## src/rtl/decode_stage.sv

```systemverilog
`default_nettype none
// ============================================================================
// Module   : decode_stage
// Purpose  : Registered RV decode stage between fetch and execute. Decodes
//            a 32-bit instruction into register ids, an XLEN-wide
//            sign-extended immediate and a 16-bit packed control word. It has
//            valid/ready handshakes on both sides and a 2-entry (main + skid)
//            buffer, so execute stalls never drop or duplicate instructions.
//            flush discards everything buffered plus any same-cycle input.
// Ports    : clk, rst (sync, active-high), flush
//            in_valid / in_ready (registered) / in_instr[31:0] / in_pc
//            out_valid / out_ready / out_pc / rs1_id / rs2_id / rd_id /
//            mem_width / imm[XLEN-1:0] / ctrl[15:0]
//            dec_count / illegal_count  (only with DECODE_STATS_EN defined)
// Config   : `define DECODE_STATS_EN adds the two 32-bit statistics counters.
// Revision : 1.0 - initial release
// ============================================================================
module decode_stage #(
   parameter int XLEN = 32,
   parameter int PC_W = 32
) (
   input  logic            clk,
   input  logic            rst,
   input  logic            flush,
   input  logic            in_valid,
   output logic            in_ready,
   input  logic [31:0]     in_instr,
   input  logic [PC_W-1:0] in_pc,
   output logic            out_valid,
   input  logic            out_ready,
   output logic [PC_W-1:0] out_pc,
   output logic [4:0]      rs1_id,
   output logic [4:0]      rs2_id,
   output logic [4:0]      rd_id,
   output logic [2:0]      mem_width,
   output logic [XLEN-1:0] imm,
   output logic [15:0]     ctrl
`ifdef DECODE_STATS_EN
   ,
   output logic [31:0]     dec_count,
   output logic [31:0]     illegal_count
`endif
);

   localparam logic [1:0] S_EMPTY = 2'd0;
   localparam logic [1:0] S_ONE   = 2'd1;
   localparam logic [1:0] S_TWO   = 2'd2;

   localparam logic [6:0] OP_R      = 7'b0110011;
   localparam logic [6:0] OP_I      = 7'b0010011;
   localparam logic [6:0] OP_LOAD   = 7'b0000011;
   localparam logic [6:0] OP_STORE  = 7'b0100011;
   localparam logic [6:0] OP_BRANCH = 7'b1100011;
   localparam logic [6:0] OP_JAL    = 7'b1101111;
   localparam logic [6:0] OP_JALR   = 7'b1100111;
   localparam logic [6:0] OP_AUIPC  = 7'b0010111;
   localparam logic [6:0] OP_LUI    = 7'b0110111;

   localparam logic [3:0] ALU_ADD  = 4'b0000;
   localparam logic [3:0] ALU_SUB  = 4'b0001;
   localparam logic [3:0] ALU_AND  = 4'b0100;
   localparam logic [3:0] ALU_OR   = 4'b0101;
   localparam logic [3:0] ALU_XOR  = 4'b0110;
   localparam logic [3:0] ALU_SHL  = 4'b1000;
   localparam logic [3:0] ALU_SHR  = 4'b1010;
   localparam logic [3:0] ALU_SHA  = 4'b1011;
   localparam logic [3:0] ALU_SLT  = 4'b1100;
   localparam logic [3:0] ALU_SLTU = 4'b1101;
   localparam logic [3:0] ALU_B    = 4'b1111;

   localparam logic [1:0] SRC2_RS2 = 2'b00;
   localparam logic [1:0] SRC2_IMM = 2'b01;
   localparam logic [1:0] SRC2_4   = 2'b11;

   localparam logic [1:0] TYPE_PC4    = 2'b00;
   localparam logic [1:0] TYPE_PCIMM  = 2'b01;
   localparam logic [1:0] TYPE_RS1IMM = 2'b11;

   // {pc, rs1, rs2, rd, funct3, imm, ctrl}
   localparam int BW = PC_W + 15 + 3 + XLEN + 16;

   // ------------------------------------------------------------------
   // Combinational decode of the incoming instruction
   // ------------------------------------------------------------------
   logic [6:0]         w_opcode;
   logic [2:0]         w_f3;
   logic [6:0]         w_f7;
   logic [6:0]         w_sh_upper;
   logic [3:0]         w_alu;
   logic               w_m2r, w_mw, w_src1, w_rw, w_br, w_inv, w_jump, w_ill;
   logic [1:0]         w_src2, w_type;
   logic signed [31:0] w_imm32;
   logic [15:0]        w_ctrl;
   logic [XLEN-1:0]    w_imm;
   logic [BW-1:0]      w_bundle;

   assign w_opcode = in_instr[6:0];
   assign w_f3     = in_instr[14:12];
   assign w_f7     = in_instr[31:25];
   // Bits above the shamt field; RV64 shamt is 6 bits so bit 25 belongs to it.
   assign w_sh_upper = (XLEN == 64) ? {in_instr[31:26], 1'b0} : in_instr[31:25];

   always_comb begin
      w_alu   = ALU_ADD;
      w_m2r   = 1'b0;
      w_mw    = 1'b0;
      w_src1  = 1'b0;
      w_src2  = SRC2_RS2;
      w_rw    = 1'b0;
      w_br    = 1'b0;
      w_inv   = 1'b0;
      w_jump  = 1'b0;
      w_type  = TYPE_PC4;
      w_ill   = 1'b0;
      w_imm32 = '0;
      case (w_opcode)
         OP_R: begin
            w_rw = 1'b1;
            case ({w_f7, w_f3})
               {7'b0000000, 3'b000}: w_alu = ALU_ADD;
               {7'b0100000, 3'b000}: w_alu = ALU_SUB;
               {7'b0000000, 3'b001}: w_alu = ALU_SHL;
               {7'b0000000, 3'b010}: w_alu = ALU_SLT;
               {7'b0000000, 3'b011}: w_alu = ALU_SLTU;
               {7'b0000000, 3'b100}: w_alu = ALU_XOR;
               {7'b0000000, 3'b101}: w_alu = ALU_SHR;
               {7'b0100000, 3'b101}: w_alu = ALU_SHA;
               {7'b0000000, 3'b110}: w_alu = ALU_OR;
               {7'b0000000, 3'b111}: w_alu = ALU_AND;
               default:              w_ill = 1'b1;
            endcase
         end
         OP_I: begin
            w_rw    = 1'b1;
            w_src2  = SRC2_IMM;
            w_imm32 = {{20{in_instr[31]}}, in_instr[31:20]};
            case (w_f3)
               3'b000: w_alu = ALU_ADD;
               3'b010: w_alu = ALU_SLT;
               3'b011: w_alu = ALU_SLTU;
               3'b100: w_alu = ALU_XOR;
               3'b110: w_alu = ALU_OR;
               3'b111: w_alu = ALU_AND;
               3'b001: begin
                  w_alu = ALU_SHL;
                  w_ill = (w_sh_upper != 7'b0000000);
               end
               default: begin  // 3'b101
                  w_alu = in_instr[30] ? ALU_SHA : ALU_SHR;
                  w_ill = (w_sh_upper != 7'b0000000) && (w_sh_upper != 7'b0100000);
               end
            endcase
            // Shifts carry an unsigned shift amount, not a signed immediate.
            if (w_f3 == 3'b001 || w_f3 == 3'b101) begin
               w_imm32 = (XLEN == 64) ? {26'b0, in_instr[25:20]} : {27'b0, in_instr[24:20]};
            end
         end
         OP_LOAD: begin
            w_m2r   = 1'b1;
            w_rw    = 1'b1;
            w_src2  = SRC2_IMM;
            w_imm32 = {{20{in_instr[31]}}, in_instr[31:20]};
            case (w_f3)
               3'b000, 3'b001, 3'b010, 3'b100, 3'b101: w_ill = 1'b0;
               3'b011, 3'b110:                         w_ill = (XLEN != 64);
               default:                                w_ill = 1'b1;
            endcase
         end
         OP_STORE: begin
            w_mw    = 1'b1;
            w_src2  = SRC2_IMM;
            w_imm32 = {{20{in_instr[31]}}, in_instr[31:25], in_instr[11:7]};
            case (w_f3)
               3'b000, 3'b001, 3'b010: w_ill = 1'b0;
               3'b011:                 w_ill = (XLEN != 64);
               default:                w_ill = 1'b1;
            endcase
         end
         OP_BRANCH: begin
            w_br    = 1'b1;
            w_type  = TYPE_PCIMM;
            w_imm32 = {{19{in_instr[31]}}, in_instr[31], in_instr[7],
                       in_instr[30:25], in_instr[11:8], 1'b0};
            case (w_f3)
               3'b000: w_alu = ALU_SUB;
               3'b001: begin w_alu = ALU_SUB;  w_inv = 1'b1; end
               3'b100: w_alu = ALU_SLT;
               3'b101: begin w_alu = ALU_SLT;  w_inv = 1'b1; end
               3'b110: w_alu = ALU_SLTU;
               3'b111: begin w_alu = ALU_SLTU; w_inv = 1'b1; end
               default: w_ill = 1'b1;
            endcase
         end
         OP_JAL: begin
            // rd <- pc + 4 through the ALU; target pc + imm.
            w_jump  = 1'b1;
            w_rw    = 1'b1;
            w_src1  = 1'b1;
            w_src2  = SRC2_4;
            w_type  = TYPE_PCIMM;
            w_imm32 = {{11{in_instr[31]}}, in_instr[31], in_instr[19:12],
                       in_instr[20], in_instr[30:21], 1'b0};
         end
         OP_JALR: begin
            w_jump  = 1'b1;
            w_rw    = 1'b1;
            w_src1  = 1'b1;
            w_src2  = SRC2_4;
            w_type  = TYPE_RS1IMM;
            w_imm32 = {{20{in_instr[31]}}, in_instr[31:20]};
            w_ill   = (w_f3 != 3'b000);
         end
         OP_AUIPC: begin
            w_rw    = 1'b1;
            w_src1  = 1'b1;
            w_src2  = SRC2_IMM;
            w_imm32 = {in_instr[31:12], 12'b0};
         end
         OP_LUI: begin
            w_alu   = ALU_B;
            w_rw    = 1'b1;
            w_src2  = SRC2_IMM;
            w_imm32 = {in_instr[31:12], 12'b0};
         end
         default: w_ill = 1'b1;
      endcase

      // The all-zero word is a pipeline bubble, checked before illegal.
      if (in_instr == 32'h0) begin
         w_ctrl  = 16'h0000;
         w_imm32 = '0;
      end else if (w_ill) begin
         w_ctrl  = 16'h8000;
         w_imm32 = '0;
      end else begin
         w_ctrl = {1'b0, w_type, w_jump, w_inv, w_br, w_rw, w_src2, w_src1,
                   w_mw, w_m2r, w_alu};
      end
   end

   // Signed cast: sign-extends the 32-bit immediate to XLEN.
   assign w_imm    = XLEN'(w_imm32);
   assign w_bundle = {in_pc, in_instr[19:15], in_instr[24:20], in_instr[11:7],
                      w_f3, w_imm, w_ctrl};

   // ------------------------------------------------------------------
   // Buffer control FSM
   // ------------------------------------------------------------------
   logic [1:0]    state_q, state_d;
   logic          in_ready_q, in_ready_d;
   logic [BW-1:0] main_q, main_d, skid_q;
   logic          w_in_fire, w_out_fire;
   logic          w_load_main, w_load_skid, w_main_from_skid;

   // State register
   always_ff @(posedge clk) begin
      if (rst) begin
         state_q    <= S_EMPTY;
         in_ready_q <= 1'b1;
      end else begin
         state_q    <= state_d;
         in_ready_q <= in_ready_d;
      end
   end

   // Next-state logic; flush overrides every other event.
   always_comb begin
      state_d = state_q;
      if (flush) begin
         state_d = S_EMPTY;
      end else begin
         case (state_q)
            S_EMPTY: if (w_in_fire) state_d = S_ONE;
            S_ONE: begin
               if (w_in_fire && !w_out_fire)      state_d = S_TWO;
               else if (w_out_fire && !w_in_fire) state_d = S_EMPTY;
            end
            S_TWO:   if (w_out_fire) state_d = S_ONE;
            default: state_d = S_EMPTY;
         endcase
      end
   end

   // Output / datapath-control logic
   always_comb begin
      out_valid        = (state_q != S_EMPTY);
      in_ready         = in_ready_q;
      w_in_fire        = in_valid && in_ready_q;
      w_out_fire       = out_valid && out_ready;
      in_ready_d       = (state_d != S_TWO);
      w_load_main      = 1'b0;
      w_load_skid      = 1'b0;
      w_main_from_skid = 1'b0;
      if (!flush) begin
         case (state_q)
            S_EMPTY: w_load_main = w_in_fire;
            S_ONE: begin
               // Both fire: the old main leaves, the new one replaces it.
               w_load_main = w_in_fire && w_out_fire;
               w_load_skid = w_in_fire && !w_out_fire;
            end
            S_TWO: begin
               w_load_main      = w_out_fire;
               w_main_from_skid = w_out_fire;
            end
            default: w_load_main = 1'b0;
         endcase
      end
   end

   assign main_d = w_main_from_skid ? skid_q : w_bundle;

   always_ff @(posedge clk) begin
      if (rst) begin
         main_q <= '0;
         skid_q <= '0;
      end else begin
         if (w_load_main) main_q <= main_d;
         if (w_load_skid) skid_q <= w_bundle;
      end
   end

   assign {out_pc, rs1_id, rs2_id, rd_id, mem_width, imm, ctrl} = main_q;

`ifdef DECODE_STATS_EN
   logic [31:0] dec_count_q, illegal_count_q;

   // Every legal decode sets at least one ctrl bit, so ctrl==0 marks a bubble.
   always_ff @(posedge clk) begin
      if (rst) begin
         dec_count_q     <= '0;
         illegal_count_q <= '0;
      end else if (w_out_fire) begin
         if (ctrl != 16'h0000) dec_count_q     <= dec_count_q + 32'd1;
         if (ctrl[15])         illegal_count_q <= illegal_count_q + 32'd1;
      end
   end

   assign dec_count     = dec_count_q;
   assign illegal_count = illegal_count_q;
`endif

endmodule
`default_nettype wire
```

## config.mk

```make
export PLATFORM = sky130hd
export DESIGN_NAME = decode_stage
export DESIGN_NICKNAME = d
export VERILOG_FILES = /design/src/rtl/decode_stage.sv
export SDC_FILE = /design/constraint.sdc
export NUM_CORES = 1
export LEC_CHECK = 0
export CAP_MARGIN = 40
export CORE_MARGIN = 4
export CORE_UTILIZATION = 40
export DETAILED_ROUTE_END_ITERATION = 8
export PLACE_DENSITY_LB_ADDON = 0.15
export SLEW_MARGIN = 20
export SYNTH_ARGS = -nofsm -noshare
export SYNTH_HDL_FRONTEND = slang
export SYNTH_SLANG_ARGS = --single-unit
```

## constraint.sdc

```tcl
create_clock -name clk -period 2.7 [get_ports clk]
set_input_delay 0.81 -clock clk [delete_from_list [all_inputs] [get_ports clk]]
set_output_delay 0.81 -clock clk [all_outputs]
set_load 0.005 [all_outputs]
```

After elaboration in Yosys (flattened, before gate mapping)
Index checks and enable logic that the tools add are counted.
{ "totals": {"output_inout_bits": 100, "input_bits": 69, "memories": 0, "latch_bits": 0, "word_cells": 106, "reg_bits": 199, "rom_bits": 0, "ramBits": 0} }
{ "classes": {"n_addsub": 0, "n_reduce_logical": 33, "n_shift": 0, "mul": 0, "n_bitwise": 0, "n_eq_ne": 29, "order_cmp": 0, "mux": 40, "div_mod_pow": 0} }
{ "op_table": {"columns": ["operator", "n"], "rows": [
  ["case mux 32 bit (6 select lines)", 1],
  ["two-way mux 98 bit", 1],
  ["two-way mux 32 bit", 3],
  ["equality test 10 x 3 -> 1 bit, second input constant", 4],
  ["case mux 4 bit (9 select lines)", 1],
  ["logical NOT 32 bit", 1],
  ["two-way mux 16 bit", 2],
  ["case mux 4 bit (7 select lines)", 1],
  ["equality test 7 x 6 -> 1 bit, second input constant", 3],
  ["equality test 7 bit, second input constant", 3],
  ["equality test 10 x 2 -> 1 bit, second input constant", 2],
  ["equality test 10 x 9 -> 1 bit, second input constant", 2],
  ["two-way mux 1 bit", 18],
  ["case mux 4 bit (4 select lines)", 1],
  ["equality test 7 x 5 -> 1 bit, second input constant", 2],
  ["OR reduction 2 bit", 7],
  ["equality test 3 bit, second input constant", 4],
  ["case mux 4 bit (3 select lines)", 1],
  ["OR reduction 3 bit", 4],
  ["OR reduction 6 bit", 2],
  ["equality test 10 x 1 -> 1 bit, second input constant", 1],
  ["logical NOT 10 bit", 1],
  ["two-way mux 2 bit", 5],
  ["OR reduction 10 bit", 1],
  ["22 further kinds", 31]
]} }

Logic depth before layout (Yosys ltp)
{ "logic_depth": {"depth_word": 8, "depth_mapped": 9, "mapped_depth_nobuf": 6} }

Worst setup path after synthesis
Ideal clock, no wire load.
{ "synth_path": {"path_type": "input to register", "startpoint": "input port in_instr[5]", "endpoint": "register main_q[7]", "cell_stages": 8, "t_required_ps": 2605, "setup_slack_ps": 429, "setup_ps": 95, "n_path_buf": 2, "arrival_time_ps": 2175, "cell_sequence": "buf_2 buf_2 nand4b_1 nor2_1 nand2_1 nand2_2 o311ai_1 a221oi_1"} }
{ "synth_between": {"elab_chain_len": 6, "word_cells_on_any_way": 18, "cone_classes": "eq/ne: 9; mux: 5; reduce/logical: 4"} }
{ "synth_lines": {"columns": ["item", "line", "text"], "rows": [
  ["start: declaration", "27", "input logic [31:0] in_instr,"],
  ["equality test 7 x 6 -> 1 bit, or another cell as far along", "116", "case (w_opcode)"],
  ["OR reduction 3 bit (no line), or another cell as far along", null, null],
  ["case mux 1 bit (7 select lines) or case mux 2 bit (2 select lines) (tied branches)", "116", null],
  ["two-way mux 16 bit", "232", "end else if (w_ill) begin"],
  ["two-way mux 16 bit (*)", "229", "if (in_instr == 32'h0) begin"],
  ["two-way mux 98 bit (*)", "311", "assign main_d = w_main_from_skid ? skid_q : w_bundle;"],
  ["end signal: assignment", "318", "if (w_load_main) main_q <= main_d;"],
  ["end: declaration", "251", "logic [BW-1:0] main_q, main_d, skid_q;"]
]} }
Every way passes the cells marked *; elsewhere a longest branch is shown, timed or not.
A chain may end at the register's enable or synchronous reset.

Worst setup path in the final report
{ "layout_path": {"startpoint": "input port in_instr[1]", "endpoint": "register main_q[13]"} }
{ "layout_between": {"elab_chain_len": 6, "word_cells_on_any_way": 17, "cone_classes": "eq/ne: 9; mux: 5; reduce/logical: 3"} }
{ "layout_lines": {"columns": ["item", "line"], "rows": [
  ["equality test 7 x 6 -> 1 bit, or another cell as far along", "116"],
  ["OR reduction 3 bit (no line) or OR reduction 2 bit (tied branches)", null],
  ["case mux 1 bit (7 select lines) or case mux 2 bit (2 select lines) (tied branches)", "116"],
  ["two-way mux 16 bit", "232"],
  ["two-way mux 16 bit (*)", "229"],
  ["two-way mux 98 bit (*)", "311"]
]} }
Marks and branches as above.

==> run summary <==
Global routing consumed, over all layers together, 22.8% of the routing resources. The clock-pin transition on the worst setup and hold timing paths works out to 70 ps. The die boundary height works out to 154 um. TritonCTS built the clock tree. The worst register-to-register path has a setup slack of 830 ps. The clock network burns 41.7% of the power.

The cell depth of the worst hold path came out at 2. For the number of antenna violations at the first check in global routing, the log shows 0. The horizontal extent of the die was 154 um. For the maximum clock frequency, the log shows 0.388 GHz.

Count of flip-flops with a built-in enable after synthesis: 0. The worst hold margin was 455 ps; the number of cells in the finished layout apart from fillers was 1586. The number of maximum-capacitance violations came out at 0. The tools report the final weighted congestion of routability-driven global placement as 0.864.

Counting instances in the post-synthesis netlist gives the leading cell types as nand2_1 (260), dfxtp_1 (197), nor2_1 (104). The class of the most critical hold timing path is reg -> reg. The kind of start point of the critical path is an input port.

The run gives 19200 um as the HPWL after detailed placement. In the post-synthesis netlist, the biggest area contributors are dfxtp_1 (46%), nand2_1 (11%), a21oi_1 (5.5%). Of all flip-flops after synthesis, the portion carrying an async set or reset was 0%. Including well taps, the total number of placed cells is 1552. The share of total power dissipated in sequential elements is 46.9%. The floorplan row count was 53; the cell depth of the worst flop-to-flop path was 8. Setup violations remaining at the end of the flow were counted as 0. The leading cell type by number of instances after synthesis is nand2_1.

The clock passes through at most 2 buffers. In the routed layout, each cell is associated on average with a via count of 5.36. For the area of the core region, the log shows 21000 um^2. Leakage dissipation: 0.00432 uW. The H-tree was split into 4 levels.

The switching part of the total was 25.4%; the part of the total power dissipated in combinational logic was 11.4%. The number of antenna diodes in the final layout is 0. Max-slew violation total from the final report: 0. The first global-routing pass estimated 44700 um of wire.

The worst-case IR drop observed on VDD is 0.421 mV. Entering global routing, the biggest net connects 83 pins. The tools report the clock tree root buffer cell as clkbuf_16.

STA puts the critical path data arrival time at 2920 ps. Most area-hungry cell type in the Yosys netlist: dfxtp_1. In the routed design, unresolved DRC markers number 0. The number of flip-flops and latches in the synthesized netlist is 197. The run finished with clean final reports.

Clock tree synthesis inserted a total of 17 buffers. The count of nets after finishing is 1367, and the number of warning messages in the yosys log is 0. The total routed wirelength is 27400 um, and the share of cells above drive strength 1 is 14.3%.

The routed layout has 8500 vias. Summed over all nets, the switching power comes to 1630 uW. The number of input and output port buffers inserted was 168. The worst register-to-register path begins at state_q[1]$_SDFF_PP0_. Transition at the pin with the smallest max-transition slack: 539 ps. The number of nets handed over by synthesis was 1145.

The worst register-to-register path ends at main_q[47]$_SDFFE_PP0P_. The dominant synthesized flop cell is dfxtp_1. The peak fanout along the critical path was 10. For the final database, setup skew stands at 14.1 ps.

The tools report the total internal power as 4790 uW. Averaged over all synthesized cells, the footprint is 7.93 um^2. Clock tree synthesis found a total of 197 sinks.

In this run the most critical hold path is launched from skid_q[55]$_SDFFE_PP0P_. The fraction of synthesized cell area taken by the top area cell type was 46.2%. The die covers 23700 um^2. Setup repair after global routing left no endpoint under its margin. The worst hold path terminates at skid_q[55]$_SDFFE_PP0P_. The total grt overflow is 0, and the required arrival time at the worst endpoint is 3040 ps. The initial core utilization was 40.6%; the power density over the cells was 534 nW/um^2. The clock reaches the later pin of the worst-skew pair after 440 ps. The number of global-route vias before repair is 8241, and the average wire length per cell after detail routing is 17.3 um. For the first-iteration detailed-routing DRC count, the log shows 555.

Distinct cell type count after synthesis: 63. In the synthesized netlist, the number of instances is 1076. The layout has 1954 filler cells. The cell area after synthesis was 8540 um^2; the number of detailed-route iterations in the first pass was 4. For the proportion of synthesized chip area in sequential cells, the log shows 46.2%.

During I/O placement, the number of pins put on the boundary was 169. For the finished layout, the period the worst path requires is 2580 ps. The relative area change from synthesis to final layout is 40.9%. The critical path is of the in -> reg type. In the finished design, the share of the clock period the worst path needs comes to 95.5%.

The tools report the number of failing hold endpoints at the final stage as 0. The endpoint type of the worst setup path was a flop. The worst pin sits at a relative slew slack of 64.1%.

The run gives 0 as the remaining antenna violation count after routing.
==> sequential cells by signal, indices dropped and copies added (netlist names) <==
| register | count |
|---|---|
| main_q | 97 |
| in_ready | 1 |
| state_q | 2 |
| skid_q | 97 |
==> placed cells by master, fill, tap and decap left out, types with 17 or more instances in the layout <==
cell	n
nand2_1	259
dfxtp_1	197
clkdlybuf4s50_1	165
buf_4	117
nor2_1	102
a21oi_1	92
o21ai_0	53
a311oi_1	51
a22oi_1	39
o32ai_1	23
buf_12	18
clkbuf_16	17
==> timing repair <==
action,4_1_cts,5_1_grt
hold buffers,0,0
setup endpoints to repair,0,3
resized for setup,0,5
buffers inserted,0,2
==> area by class of cell <==
type                       instances  area, um^2  area share (%)
clock buffer                      18         439            3.65
clock inverter                    14         186            1.55
inverter                           7        26.3           0.218
multi-input combinational        773        4170            34.7
sequential                       197        3940            32.8
tap                              275         344            2.86
timing repair buffer             302        2920            24.2
==> per-layer routing <==
| metal | track usage (%) | wire length [um] |
|---|---|---|
| met5 | 0 | 0 |
| met4 | 6.01 | 437 |
| met3 | 4.81 | 1570 |
| met2 | 35.4 | 12500 |
| met1 | 32.4 | 12900 |
==> per-stage QoR <==
| step | total power [uW] | setup TNS [ps] | cell area [um^2] | utilization (%) | worst slack, ps |
|---|---|---|---|---|---|
| floorplan | 3360 | 0 | 8540 | - | 429 |
| global placement | 3810 | -17470 | 11400 | 54.1 | -251 |
| finish | 6420 | 0 | 12000 | 57.2 | 121 |
| global route | 6670 | 0 | 12000 | 57.2 | 11.8 |
| detailed placement | 3810 | -20720 | 11400 | 54.1 | -300 |
| CTS | 6490 | 0 | 12000 | 57.1 | 148 |
==> critical path, stage by stage <==
cell and delay (ps):
clkdlybuf4s50_1 470, nand2_1 90, buf_4 170, nor3_1 390, nor2_1 130, a31oi_4 170
buf_4 160, buf_4 160, a32oi_1 100, a211oi_1 240
==> worst max path at each step <==
stage                       from                       to  slack (ps)  cells past startpoint
floorplan            in_instr[5]   main_q[7]$_SDFFE_PP0P_         430                      8
global placement     in_instr[2]  skid_q[27]$_SDFFE_PP0P_        -250                      8
detailed placement   in_instr[2]  skid_q[17]$_SDFFE_PP0P_        -300                      8
CTS                  in_instr[2]  skid_q[18]$_SDFFE_PP0P_         150                      8
global route        in_instr[31]   skid_q[1]$_SDFFE_PP0P_          10                      8
finish               in_instr[1]  main_q[13]$_SDFFE_PP0P_         120                     10
==> cell families (layout without fill, tap and decap cells) <==
family	Yosys count	after routing	synth area share (%)
buffers and inverters	106	341	5.34
XOR/XNOR	2	2	0.205
AO/OA/AOI/OAI	321	321	25.6
flip-flops	197	197	46.2
AND/OR/NAND/NOR	450	450	22.7
==> power by group through the flow <==
stage	sequential, uW	clock [uW]	combinational (uW)
floorplan	3080	0	278
global placement	3080	0	733
detailed placement	3080	0	732
CTS	3010	2740	735
global route	3020	2860	796
finish	3010	2680	733
(Power assumes the default switching activity.)
==> variant (same settings) <==
`PC_W`: 32 -> 16.
--- a/src/rtl/decode_stage.sv
+++ b/src/rtl/decode_stage.sv
@@ -17,7 +17,7 @@
 // ============================================================================
 module decode_stage #(
    parameter int XLEN = 32,
-   parameter int PC_W = 32
+   parameter int PC_W = 16
 ) (
    input  logic            clk,
    input  logic            rst,
Ports: changed (resized in_pc and out_pc); port bits go from 169 to 137. The function was not compared with the original's and may differ.
==> variant against the unedited design <==
- synthesized area down 13%
- sequential share of layout area down 1.9 points
- highest routed layer unchanged
- largest power group is now clock
- count of clock-buffer cells in the layout is 3 higher
- clock power is 1% lower
- global-route usage hardly changed
- sequential power is 16% lower
- combinational power shrank 9.1%
- setup slack got worse by 50 ps
- cell area is 11% lower
- total power fell by 9.3%
- first-iteration DRC count is 12% lower
- largest cell class unchanged
- routed wire length fell by 12%
- sequential cell count is 32 lower
==> variant: results (changes against the unedited design) <==
stage	metric	value	unit	change
cells_and_area	share of layout cells above drive strength 1	19.95	%	+5.7 points
die	die area	20910	um2	-12%
route	First-pass DRT Iterations	5		+1
route	met2 wire len	11070	um	-12%
cells_and_area	Multi-In Gates	671		-13%
cells_and_area	fraction of area in multi-input gates	35.82	%	+1.1 points
route	routed length on met1	11340	um	-12%
worst_setup_path	Worst setup endpoint	skid_q[4]		
cells_and_area	Non-CTS inverters	9		+2
cells_and_area	non-clk buf share	24.41	%	+0.18 points
grt	M1 GR Usage	31.65	%	-0.80 points
run_status	status	complete, no violations		
route	DR vias/cell	5.432		+1.4%
grt	largest net degree at the start of global routing	66		-20%
worst_setup_path	Worst R2R Start	in_ready		
cells_and_area	Seq. cell area	3303	um2	-16%
cells_and_area	CLK BUF	21		+3
clock_tree	worst-skew pair later-pin latency	420	ps	-20 ps
synthesis	Commonest cells post-synth	nand2_1 (213), dfxtp_1 (165), a21oi_1 (89)		
clock_tree	clock net sink count	165		-16%
pwr	switching power	0.001335	W	-18%
grt	first-pass GRT wire length	37730	um	-16%
sta	Fin Hold WS	450.2	ps	-5.070 ps
pwr	P_clk	0.00264	W	-1%
placement	Post-Place Worst Slack	-415.4	ps	-115.7 ps
==> variant: cell types whose count changed in the layout (fill, tap and decap cells not counted), sizes merged, moves of 7 or more <==
cell	change
nand2	-48
dfxtp	-32
clkdlybuf4s50	-30
a22oi	-28
o32ai	-21
nor2	-20
o31ai	+19
buf	+18
a311oi	-17
a22o	+15
o22ai	-9
o21ai	+7
==> variant: logic make-up (layout without fill, tap and decap cells) <==
family	Yosys count	after routing	share of synthesized area, %
and+or+nand+nor	376	376	21.98
buffers and inverters	91	327	5.013
AOI/OAI and AO/OA	292	292	28.38
DFF	165	165	44.26
xor gates and xnor gates	2	2	0.2347
muxes	1	1	0.1341
==> variant: worst max-delay path, cell delays in order <==
cell and delay (ps):
clkdlybuf4s50_1 490, buf_4 210, or4_1 530, o22ai_4 230, a31oi_2 110, and3_2 290, a32o_1 270
==> variant: per-stage QoR <==
stage	util (%)	TNS, ps
after floorplan	-	0
after global placement	55.25	-31140
after detailed placement	55.25	-33050
after CTS	58.71	0
after global routing	58.91	-30.99
final	58.91	0
